===== config.mk =====
export PLATFORM = sky130hd
export DESIGN_NAME = uart_transmitter
export DESIGN_NICKNAME = d
export VERILOG_FILES = /design/src/rtl/uart_transmitter_pkg.sv /design/src/rtl/uart_transmitter_sync_fifo.sv /design/src/rtl/uart_transmitter.sv
export SDC_FILE = /design/constraint.sdc
export NUM_CORES = 1
export LEC_CHECK = 0
export CORE_MARGIN = 2
export CORE_UTILIZATION = 55
export CTS_BUF_LIST = sky130_fd_sc_hd__clkbuf_8
export DETAILED_ROUTE_END_ITERATION = 7
export DONT_BUFFER_PORTS = 1
export GPL_ROUTABILITY_DRIVEN = 0
export PLACE_DENSITY = 0.82
export REMOVE_ABC_BUFFERS = 1
export SETUP_SLACK_MARGIN = 0.1
export SLEW_MARGIN = 20
export SYNTH_ARGS = -nofsm -noshare
export SYNTH_HDL_FRONTEND = slang
export SYNTH_HIERARCHICAL = 1
export SYNTH_SLANG_ARGS = --single-unit
export TNS_END_PERCENT = 50

===== constraint.sdc =====
create_clock -name clk -period 5.5 [get_ports clk]
set_input_delay 0.825 -clock clk [delete_from_list [all_inputs] [get_ports clk]]
set_output_delay 0.825 -clock clk [all_outputs]
set_load 0.01 [all_outputs]

===== src/rtl/uart_transmitter_pkg.sv =====
// Shared UART definitions: FSM state encodings used by both the transmitter
// and the receiver, plus default timing constants.
package uart_transmitter_pkg;

  typedef enum logic [1:0] {
    IDLE  = 2'd0,
    START = 2'd1,
    DATA  = 2'd2,
    STOP  = 2'd3
  } uart_state_t;

  // 100 MHz / 115200 baud
  localparam int DEFAULT_CLKS_PER_BIT = 868;
  localparam int DEFAULT_FIFO_DEPTH   = 4;

endpackage


===== src/rtl/uart_transmitter_sync_fifo.sv =====
// Small synchronous FIFO with show-ahead read data. Pointers carry one extra
// MSB so full and empty are distinguishable when the index bits match.
module sync_fifo #(
  parameter int WIDTH = 8,
  parameter int DEPTH = 4
) (
  input  logic             clk,
  input  logic             rst,
  input  logic             push,
  input  logic             pop,
  input  logic [WIDTH-1:0] wdata,
  output logic [WIDTH-1:0] rdata,
  output logic             full,
  output logic             empty
);

  localparam int AW = $clog2(DEPTH);

  logic [WIDTH-1:0] mem [DEPTH];
  logic [AW:0]      wptr;
  logic [AW:0]      rptr;
  logic             do_push;
  logic             do_pop;

  // Requests against a full/empty FIFO are ignored rather than corrupting state.
  assign do_push = push && !full;
  assign do_pop  = pop && !empty;

  assign empty = (wptr == rptr);
  assign full  = (wptr[AW] != rptr[AW]) && (wptr[AW-1:0] == rptr[AW-1:0]);
  assign rdata = mem[rptr[AW-1:0]];

  // Pointer update; reset discards all contents.
  always_ff @(posedge clk or posedge rst) begin
    if (rst) begin
      wptr <= '0;
      rptr <= '0;
    end else begin
      if (do_push) wptr <= wptr + 1'b1;
      if (do_pop)  rptr <= rptr + 1'b1;
    end
  end

  // Storage write; contents need no reset since the pointers gate visibility.
  always_ff @(posedge clk) begin
    if (do_push) mem[wptr[AW-1:0]] <= wdata;
  end

endmodule


===== src/rtl/uart_transmitter.sv =====
// UART 8N1 transmitter: input FIFO feeding a start/8-data/stop serialiser.
//
// Byte input handshake: a byte on din is taken on any rising clk edge where
// din_valid && din_ready. din_ready reflects only FIFO fullness and never
// depends on din_valid; a producer whose byte is not taken holds it.
module uart_transmitter
  import uart_transmitter_pkg::*;
#(
  parameter int CLKS_PER_BIT = DEFAULT_CLKS_PER_BIT,
  parameter int FIFO_DEPTH   = DEFAULT_FIFO_DEPTH
) (
  input  logic       clk,
  input  logic       rst,
  input  logic [7:0] din,
  input  logic       din_valid,
  output logic       din_ready,
  output logic       tx,
  output logic       busy,
  output logic [1:0] state_dbg
);

  localparam int CW = (CLKS_PER_BIT > 1) ? $clog2(CLKS_PER_BIT) : 1;
  localparam logic [CW-1:0] CNT_LAST = CW'(CLKS_PER_BIT - 1);

  uart_state_t state_q, state_n;
  logic [CW-1:0] cnt_q, cnt_n;
  logic [2:0]    idx_q, idx_n;
  logic [7:0]    shift_q, shift_n;
  logic          tx_n;
  logic          busy_n;
  logic          push;
  logic          pop;
  logic          bit_done;
  logic [7:0]    fifo_rdata;
  logic          fifo_full;
  logic          fifo_empty;

  assign din_ready = !fifo_full;
  assign push      = din_valid && !fifo_full;
  assign bit_done  = (cnt_q == CNT_LAST);
  assign state_dbg = state_q;

  sync_fifo #(
    .WIDTH (8),
    .DEPTH (FIFO_DEPTH)
  ) u_fifo (
    .clk   (clk),
    .rst   (rst),
    .push  (push),
    .pop   (pop),
    .wdata (din),
    .rdata (fifo_rdata),
    .full  (fifo_full),
    .empty (fifo_empty)
  );

  // Next-state and datapath: each bit period is CLKS_PER_BIT clocks; the end
  // of STOP chains straight into the next START when a byte is waiting.
  always_comb begin
    state_n = state_q;
    cnt_n   = cnt_q;
    idx_n   = idx_q;
    shift_n = shift_q;
    tx_n    = tx;
    pop     = 1'b0;
    unique case (state_q)
      IDLE: begin
        tx_n  = 1'b1;
        cnt_n = '0;
        if (!fifo_empty) begin
          pop     = 1'b1;
          shift_n = fifo_rdata;
          tx_n    = 1'b0;
          state_n = START;
        end
      end
      START: begin
        if (bit_done) begin
          cnt_n   = '0;
          idx_n   = 3'd0;
          tx_n    = shift_q[0];
          state_n = DATA;
        end else begin
          cnt_n = cnt_q + CW'(1);
        end
      end
      DATA: begin
        if (bit_done) begin
          cnt_n = '0;
          if (idx_q == 3'd7) begin
            tx_n    = 1'b1;
            state_n = STOP;
          end else begin
            // Next bit is shift[1] now; after the shift it sits in shift[0].
            shift_n = {1'b0, shift_q[7:1]};
            tx_n    = shift_q[1];
            idx_n   = idx_q + 3'd1;
          end
        end else begin
          cnt_n = cnt_q + CW'(1);
        end
      end
      STOP: begin
        if (bit_done) begin
          cnt_n = '0;
          if (!fifo_empty) begin
            pop     = 1'b1;
            shift_n = fifo_rdata;
            tx_n    = 1'b0;
            state_n = START;
          end else begin
            tx_n    = 1'b1;
            state_n = IDLE;
          end
        end else begin
          cnt_n = cnt_q + CW'(1);
        end
      end
      default: begin
        tx_n    = 1'b1;
        cnt_n   = '0;
        state_n = IDLE;
      end
    endcase
  end

  // Busy looks at post-edge conditions. Pops only happen on the way into
  // START, so when the next state is IDLE the FIFO is non-empty afterwards
  // exactly when it already was or a byte is being pushed now.
  always_comb begin
    busy_n = (state_n != IDLE) || !fifo_empty || push;
  end

  // State and datapath registers; reset forces the line idle immediately.
  always_ff @(posedge clk or posedge rst) begin
    if (rst) begin
      state_q <= IDLE;
      cnt_q   <= '0;
      idx_q   <= 3'd0;
      shift_q <= 8'h00;
      tx      <= 1'b1;
      busy    <= 1'b0;
    end else begin
      state_q <= state_n;
      cnt_q   <= cnt_n;
      idx_q   <= idx_n;
      shift_q <= shift_n;
      tx      <= tx_n;
      busy    <= busy_n;
    end
  end

endmodule


# Yosys cells after proc, flatten, opt, wreduce, memory -nomap -nowiden
# Memory sizes are Yosys's and may differ from the RTL's.
# Index checks and enable logic that the tools add are counted.
[totals]
regBits = 31
latch_bits = 0
ramBits = 32
mem_bits_ro = 0
inputBits = 11
out_inout_bits = 5
elab_cells = 70
mem_count = 1
[op_classes]
add_sub_neg = 4
multipliers = 0
n_div = 0
order_cmp = 0
n_eq_ne = 12
n_shift = 0
n_mux = 29
bitwise_logic = 0
n_reduce_logical = 16
[memory_table]
columns = ["name", "words", "width", "rd", "rd_clocked_by_memory_dff", "wr", "line", "source"]
rows = [
  ["u_fifo.mem", 4, 8, 1, 0, 1, "uart_transmitter_sync_fifo.sv:19", "logic [WIDTH-1:0] mem [DEPTH];"],
]
[op_table]
columns = ["cell", "count"]
rows = [
  ["8-bit 2-to-1 mux", 4],
  ["8-bit one-hot mux with 3 select lines", 1],
  ["10-bit one-hot mux with 2 select lines", 1],
  ["10-bit by 1-bit adder with 10-bit output (second input constant)", 1],
  ["10-bit equality test (second input constant)", 1],
  ["1-bit 2-to-1 mux", 10],
  ["10-bit 2-to-1 mux", 1],
  ["2-bit 2-to-1 mux", 5],
  ["3-bit by 1-bit adder with 3-bit output (second input constant)", 3],
  ["3-bit 2-to-1 mux", 3],
  ["2-bit != test (second input constant)", 4],
  ["2-bit one-hot mux with 4 select lines", 1],
  ["4-bit AND reduction", 2],
  ["3-bit one-hot mux with 2 select lines", 1],
  ["2-bit equality test (second input constant)", 2],
  ["1-bit logical AND", 4],
  ["1-bit one-hot mux with 4 select lines", 1],
  ["2-bit nonzero test", 2],
  ["3-bit equality test", 1],
  ["3-bit equality test (second input constant)", 1],
  ["3-bit AND reduction", 1],
  ["3-bit nonzero test", 1],
  ["3-bit OR reduction", 1],
  ["2-bit by 1-bit equality test with 1-bit output (second input constant)", 1],
  ["other kinds (6)", 8],
]

# Depth between registers and ports, before layout
# Gate-level depths: netlist (run 1).
[logic_depth]
ltp_word = 7
ltp_mapped = 8

# Hierarchy
# The synthesis (run 1) kept the hierarchy.
[by_module_without_submodules]
columns = ["mod", "instances", "cells_per_inst", "area_per_inst_um2", "seq_area_each_um2"]
rows = [
  ["sync_fifo", 1, 91, 1657.8, 1111.1],
  ["uart_transmitter", 1, 139, 1443.9, 626.9],
]

# Least setup slack after synthesis (run 1)
# OpenSTA, ideal clock, no wires.
[synth_timing]
path_kind = "register -> register"
start = "register u_fifo.rptr[0]"
end = "register shift_q[0]"
arrival_ns = 1.952
t_required_ns = 5.375
setup_slack_ns = 3.423
path_stages_with_launch = 8
n_path_buf = 2
period_less_slack_ns = 2.077
cell_sequence = "dfrtp_1 > buf_6 > xor2_2 > nor3_1 > inv_1 > o221a_2 > buf_6 > mux2_2"
[synth_between]
elab_chain_cells = 4
word_cells_on_any_way = 5
[synth_rtl]
columns = ["element", "line", "source"]
rows = [
  ["start: declaration", "uart_transmitter_sync_fifo.sv:21", "logic [AW:0] rptr;"],
  ["start signal: assignment", "uart_transmitter_sync_fifo.sv:40", "if (do_pop) rptr <= rptr + 1'b1;"],
  ["3-bit equality test *", "uart_transmitter_sync_fifo.sv:29", "assign empty = (wptr == rptr);"],
  ["via fifo_empty", "uart_transmitter.sv:36", "logic fifo_empty;"],
  ["8-bit 2-to-1 mux *", "uart_transmitter.sv:70, uart_transmitter.sv:106", ""],
  ["8-bit 2-to-1 mux", "uart_transmitter.sv:104", "if (bit_done) begin"],
  ["8-bit one-hot mux with 3 select lines *", "uart_transmitter.sv:66", "unique case (state_q)"],
  ["end signal: assignment", "uart_transmitter.sv:147", "shift_q <= shift_n;"],
  ["end: declaration", "uart_transmitter.sv:28", "logic [7:0] shift_q, shift_n;"],
]
# Mark *: on every way through the listed nets, which the timed path passes. The rest lies on a longest branch. The select of a mux whose other input is x is not followed.
# A chain may end at the register's enable or synchronous reset.

# Worst setup path in the final report (run 1)
[layout_timing]
start = "register u_fifo.rptr[0]"
end = "memory u_fifo.mem[3][1], enable pin"
[layout_between]
elab_chain_cells = 7
[layout_rtl]
columns = ["element", "line", "source"]
rows = [
  ["2-bit equality test", "uart_transmitter_sync_fifo.sv:30", "assign full = (wptr[AW] != rptr[AW]) && (wptr[AW-1:0] == rptr[AW-1:0]);"],
  ["1-bit logical AND", "uart_transmitter_sync_fifo.sv:30", ""],
  ["via fifo_full", "uart_transmitter.sv:35", "logic fifo_full;"],
  ["1-bit zero test", "uart_transmitter.sv:39", "assign push = din_valid && !fifo_full;"],
  ["1-bit logical AND", "uart_transmitter.sv:39", ""],
  ["via push", "uart_transmitter.sv:31", "logic push;"],
  ["1-bit logical AND", "uart_transmitter_sync_fifo.sv:26", "assign do_push = push && !full;"],
  ["1-bit 2-to-1 mux", "uart_transmitter_sync_fifo.sv:46", "if (do_push) mem[wptr[AW-1:0]] <= wdata;"],
  ["1-bit 2-to-1 mux (not written as such)", "uart_transmitter_sync_fifo.sv:46", ""],
  ["end: declaration", "uart_transmitter_sync_fifo.sv:19", ""],
]
# The timed path passes the listed nets, and every way through them passes these cells.

==> results.yml, run 1 <==
logic_synthesis:
  synth-edff-count: 32
  yosysUniqueCellTypes: 46
  ys.flop_type: "edfxtp_1"
  ys_warn_count: 6
  syn_area_sq_um: 3100
  syn_avg_cell_area_sq_um: 13.5
  yosysSeqAreaShare_pct: 56.0
  synth-async-reset-ratio_pct: 49.2
  netlist_instances: 230
  ys_seq_elements: 63
worst_setup_path:
  startpoint_type: "register"
  crit_path_end_kind: "register"
  arrival_ps: 2810
  r2r_end: "u_fifo/mem[3][1]"
  critPathMaxStageDelay_ps: 770
  crit_chain: "xnor2_1 > nand3_2 > inv_1 > nor2b_1 > nand2_1 > a31oi_2"
  path_max_fanout: 12
  criticalPathCategory: "reg2reg"
  slowest_stage: "dfrtp_1"
  path_depth: 6
  crit_family: "flip-flops"
  rr_startpoint: "u_fifo/rptr[0]"
  required_ps: 5470
  r2r_slack_ps: 2660
  rr_worst_depth: 6
  crit_buf_inv: 1
sta:
  final_max_slew_viol_count: 0
  rsz0062_at_grt: "false"
  finalSetupTns_ps: 0
  clock_skew_ps: 11.5
  fin_crit_ps: 2840
  worst_slew_pin_slew_ps: 916
  fmax_mhz: 352
  min_period_over_period_pct: 51.6
  relSlewSlack_pct: 38.5
  finalSetupViolCount: 0
  final_hold_viol_count: 0
global_routing:
  gr-total-overflow: 0
  grt_usage_pct: 20.3
  grt_pass1_wl_um: 9430
  grt_max_degree: 26
  antenna_found_initial: 0
  grt_pass1_vias: 1883
power_and_ir_drop:
  power.leakage_nw: 1.33
  power.density_nw_per_um2: 550
  power.switching_mw: 0.630
  power.total_mw: 1.87
  clkPwrFrac_pct: 26.5
  power_frac_seq_pct: 40.2
  swShare_pct: 33.7
  p_comb_share_pct: 33.3
  internal_power_mw: 1.24
  vdd_drop_max_mv: 0.414
clock_tree:
  numCtsBuffers: 9
  cts_max_path_buffers: 2
  clock_sinks: 63
  htree_levels: 3
  clk_pin_slew_ps: 70
  tritoncts: "built"
  cts_resized: 0
  clock_latency_ps: 340
  cts_setup_buffers: 0
  cts_root_buf: "clkbuf_8"
  ctsHoldBuffers: 0
placement:
  io_buffers: 0
  dpl.hpwl_um: 3500
floorplan:
  die_h_um: 79.1
  dieArea_sq_um: 6260
  num_io_pins: 16
  core_area_sq_um: 5470
  num_rows: 27
  die_x_um: 79.1
  start_util_pct: 56.7
layout:
  finalNetCount: 258
  layout_commonest_cell: "edfxtp_1"
  fillers: 425
  antenna_cells: 0
  drive_above_1_share_pct: 20.0
  final_cell_mix: "32 x edfxtp_1, 30 x dfrtp_1, 16 x nor2_1, 16 x mux2_2, 14 x inv_1"
  areaGrowthSynthToFinish_pct: 9.64
detailed_routing:
  viasPerCell: 5.84
  firstDrtPassIters: 5
  routed_wl_um: 5450
  drc: 0
  avgRoutedWirePerCell_um: 17.5
  vias: 1822
  drt_first_iter_violations: 146
  ant_nets: 0
hold_path:
  hp-class: "in2async"
run_status:
  status: "finished, final reports clean"
run:
  drv_cap: 0
==> layer usage <==
layer  vias to the layer above  routed length, um  global-route usage [%]
li1                        857                  -                       -
met1                       921               2400                    27.2
met2                        39               2760                    31.0
met3                         5                237                    6.02
met4                         0                 51                    8.62
met5                         -                  0                       0
==> through the flow <==
step | util, % | hold slack [ps] | worst slack [ps] | area [sq um] | cells
finish | 62.1 | 302 | 2660 | 3400 | 312
global placement | 57.6 | 485 | 2920 | 3150 | 296
floorplan | - | 453 | 3270 | 3060 | 224
global route | 62.1 | 310 | 2380 | 3400 | 312
detailed placement | 57.6 | 491 | 2740 | 3150 | 296
CTS | 62.1 | 304 | 2660 | 3400 | 312
==> worst max-delay path by stage <==
stage / start / endpoint / slack [ps]
detailed placement: u_fifo/rptr[0] / u_fifo/mem[3][7] / 2740
CTS: u_fifo/rptr[0] / u_fifo/mem[3][1] / 2660
global placement: u_fifo/rptr[0] / u_fifo/mem[3][6] / 2920
finish: u_fifo/rptr[0] / u_fifo/mem[3][1] / 2660
floorplan: u_fifo/rptr[0] / u_fifo/mem[3][0] / 3270
global route: u_fifo/rptr[0] / u_fifo/mem[3][1] / 2380
==> Yosys cell counts (2+ instances only) <==
cell,count,share of area [%]
xnor2_1,10,2.8
xor2_1,4,1.1
a22o_1,3,0.85
mux2_2,16,5.8
nor2b_1,2,0.40
o21ai_0,7,1.1
nor2_1,16,1.9
or2_2,2,0.40
and3_1,4,0.81
or3_1,2,0.40
nand3_1,6,0.97
clkbuf_1,2,0.24
ha_1,12,4.8
inv_1,15,1.8
dfrtp_1,30,24
nand2b_1,5,1.0
o31ai_1,4,0.97
mux4_1,5,4.2
a211oi_1,2,0.48
nand2_1,8,0.97
a31oi_1,3,0.61
buf_2,2,0.32
xor2_2,2,1.0
mux4_2,3,2.2
nor4_1,2,0.40
edfxtp_1,32,31
a21oi_1,7,1.1
nor3_1,5,0.81
buf_6,2,0.73
==> power groups by stage <==
stage          registers, mW  logic, mW  clock network (mW)
4_1_cts                0.755      0.624               0.505
3_3_place_gp           0.756      0.596                   0
5_1_grt                0.773      0.693               0.530
6_report               0.753      0.623               0.496
3_5_place_dp           0.762      0.612                   0
2_1_floorplan          0.728      0.510                   0
==> area by class of cell <==
type                       instances  area [sq um]  area share [%]
multi-input combinational        146          1270            37.3
tap                               72          90.1            2.65
inverter                          15          56.3            1.66
clock buffer                       9           124            3.64
clock inverter                     7           125            3.68
sequential                        63          1740            51.1
==> state kept, by name (all words and copies together) (netlist names) <==
signal and cells:
u_fifo/rptr 3, shift_q 8, u_fifo/wptr 3, idx_q 3
busy 1, state_dbg 2, tx 1, u_fifo/mem 32
cnt_q 10
==> logic make-up after synthesis <==
logic type | synth area share (%)
adder cells (fa/ha/maj) | 4.84
buffers and inverters | 3.11
AO/OA/AOI/OAI | 7.91
XOR/XNOR | 5.00
AND/OR/NAND/NOR | 10.9
multiplexers | 12.2
flip-flops | 56.0
==> worst register-to-register path, cell delays in order (launching register included) <==
cell and delay, ps:
dfrtp_1 770, xnor2_1 360, nand3_2 180, inv_1 70
nor2b_1 420, nand2_1 130, a31oi_2 550
Power figures use the tool's default switching activity.
==> inputs of run 2 (changes only) <==
- PLACE_DENSITY: 0.82 -> 0.85
- clock period: 5.5 -> 2.3 ns (I/O delays scaled with it)
==> run 2 against run 1 <==
  * Hold slack got worse by 210 ps
  * Clock power increased by 89%
  * Clock skew decreased by 3.2 ps
  * Largest power group unchanged
  * Design area increased by 2.1%
  * Sequential power increased by 130%
  * Register-to-register slack got worse by 2500 ps
  * Maximum frequency increased by 35%
  * Final cell count increased by 3.8%
==> results.yml, run 2 (synthesis gave the netlist of run 1 again) <==
hold_path:
  hp-class: "in2reg"
detailed_routing:
  routed_wl_um: 5210
  vias: 1842
  avgRoutedWirePerCell_um: 16.1
  firstDrtPassIters: 4
  ant_nets: 0
  viasPerCell: 5.69
  drt_first_iter_violations: 78
  drc: 0
clock_tree:
  numCtsBuffers: 9
  htree_levels: 3
  clock_latency_ps: 340
  tritoncts: "built"
  cts_root_buf: "clkbuf_8"
  clock_sinks: 63
  clk_pin_slew_ps: 70
  cts_max_path_buffers: 2
placement:
  dpl.hpwl_um: 3660
  pre_cts_ws_ps: 147
  io_buffers: 0
  detailed_place.area_sq_um: 3220
worst_setup_path:
  required_ps: 2520
  r2r_end: "shift_q[3]"
  rr_worst_depth: 5
  crit_path_end: "shift_q[3]"
  crit_path_end_kind: "register"
  arrival_ps: 2330
  startpoint_type: "register"
  path_max_fanout: 8
  r2r_slack_ps: 190
  cp-startpoint: "cnt_q[0]"
  criticalPathCategory: "reg2reg"
  rr_startpoint: "cnt_q[0]"
power_and_ir_drop:
  vdd_drop_max_mv: 1.03
  power.density_nw_per_um2: 1270
  power.leakage_nw: 1.36
floorplan:
  core_area_sq_um: 5470
  die_h_um: 79.1
  num_io_pins: 16
  start_util_pct: 56.7
  die_x_um: 79.1
  num_rows: 27
  dieArea_sq_um: 6260
global_routing:
  grt_max_degree: 15
  grt_pass1_vias: 1803
  antenna_found_initial: 0
  grt_pass1_wl_um: 8630
  gr-total-overflow: 0
  grt_usage_pct: 18.7
sta:
  fin_crit_ps: 2110
  fin_ws_ps: 191
  finalSetupTns_ps: 0
  relSlewSlack_pct: 69.9
  finalSetupViolCount: 0
  final_max_slew_viol_count: 0
  worst_slew_pin_slew_ps: 451
  clock_skew_ps: 8.34
  min_period_over_period_pct: 91.7
  rsz0062_at_grt: "true"
  final_hold_viol_count: 0
  fmax_mhz: 474
layout:
  regArea_sq_um: 1740
  finalNetCount: 270
  multiInputGateArea_sq_um: 1300
  final_cell_mix: "32 x edfxtp_1, 30 x dfrtp_1, 16 x nor2_1, 16 x mux2_2, 15 x inv_1"
  fillers: 400
  areaGrowthSynthToFinish_pct: 11.9
  layout_commonest_cell: "edfxtp_1"
  design_area_sq_um: 3470
  largest_reg_flops: 32
  drive_above_1_share_pct: 24.6
  antenna_cells: 0
run:
  drv_cap: 0
run_status:
  status: "finished, final reports clean"
==> run 2: where the power goes <==
group	switching [mW]	internal, mW
Combinational	0.882	0.842
Sequential	0.226	1.52
Clock	0.434	0.501
==> run 2: per-layer routing <==
layer / GRT usage (%) / routed length (um) / vias up
li1: - / - / 883
met2: 28.8 / 2670 / 47
met5: 0 / 0 / -
met3: 6.93 / 216 / 7
met1: 23.4 / 2250 / 905
met4: 9.14 / 81 / 0
==> run 2: metrics by stage <==
step	util [%]	total power [mW]	hold slack, ps	std cells
3_3_place_gp	58.8	3.32	171	305
5_1_grt	63.4	4.67	70.8	324
2_1_floorplan	-	2.96	136	224
4_1_cts	62.6	4.34	78.4	322
3_5_place_dp	58.8	3.39	170	305
6_report	63.4	4.41	93.1	324
==> run 2: final cells by class <==
class | instances | area share [%]
Clock buffer | 9 | 3.57
Timing Repair Buffer | 12 | 2.67
Tap cell | 72 | 2.59
Clock inverter | 7 | 2.05
Inverter | 15 | 1.62
Sequential cell | 63 | 50.1
Multi-Input combinational cell | 146 | 37.4
==> run 2: worst min path at each step <==
stage	start	to	slack [ps]	depth (start not counted)
floorplan	rst	u_fifo/rptr[0]	140	1
global placement	rst	u_fifo/rptr[0]	170	1
detailed placement	rst	u_fifo/rptr[0]	170	1
CTS	din[2]	u_fifo/mem[0][2]	80	0
global route	din[1]	u_fifo/mem[2][1]	70	0
finish	din[2]	u_fifo/mem[0][2]	90	0
==> run 2: repair_timing <==
item,4_1_cts,5_1_grt
hold buffers,1,0
setup buffers,0,2
hold endpoints to repair,16,0
resized for setup,0,6
setup endpoints to repair,0,10
==> run 2: worst max-delay path: stages, from the launching register on <==
cell	delay (ps)
dfrtp_1	420
ha_4	160
or3b_4	420
nor3_4	240
o221a_2	370
mux2_2	370
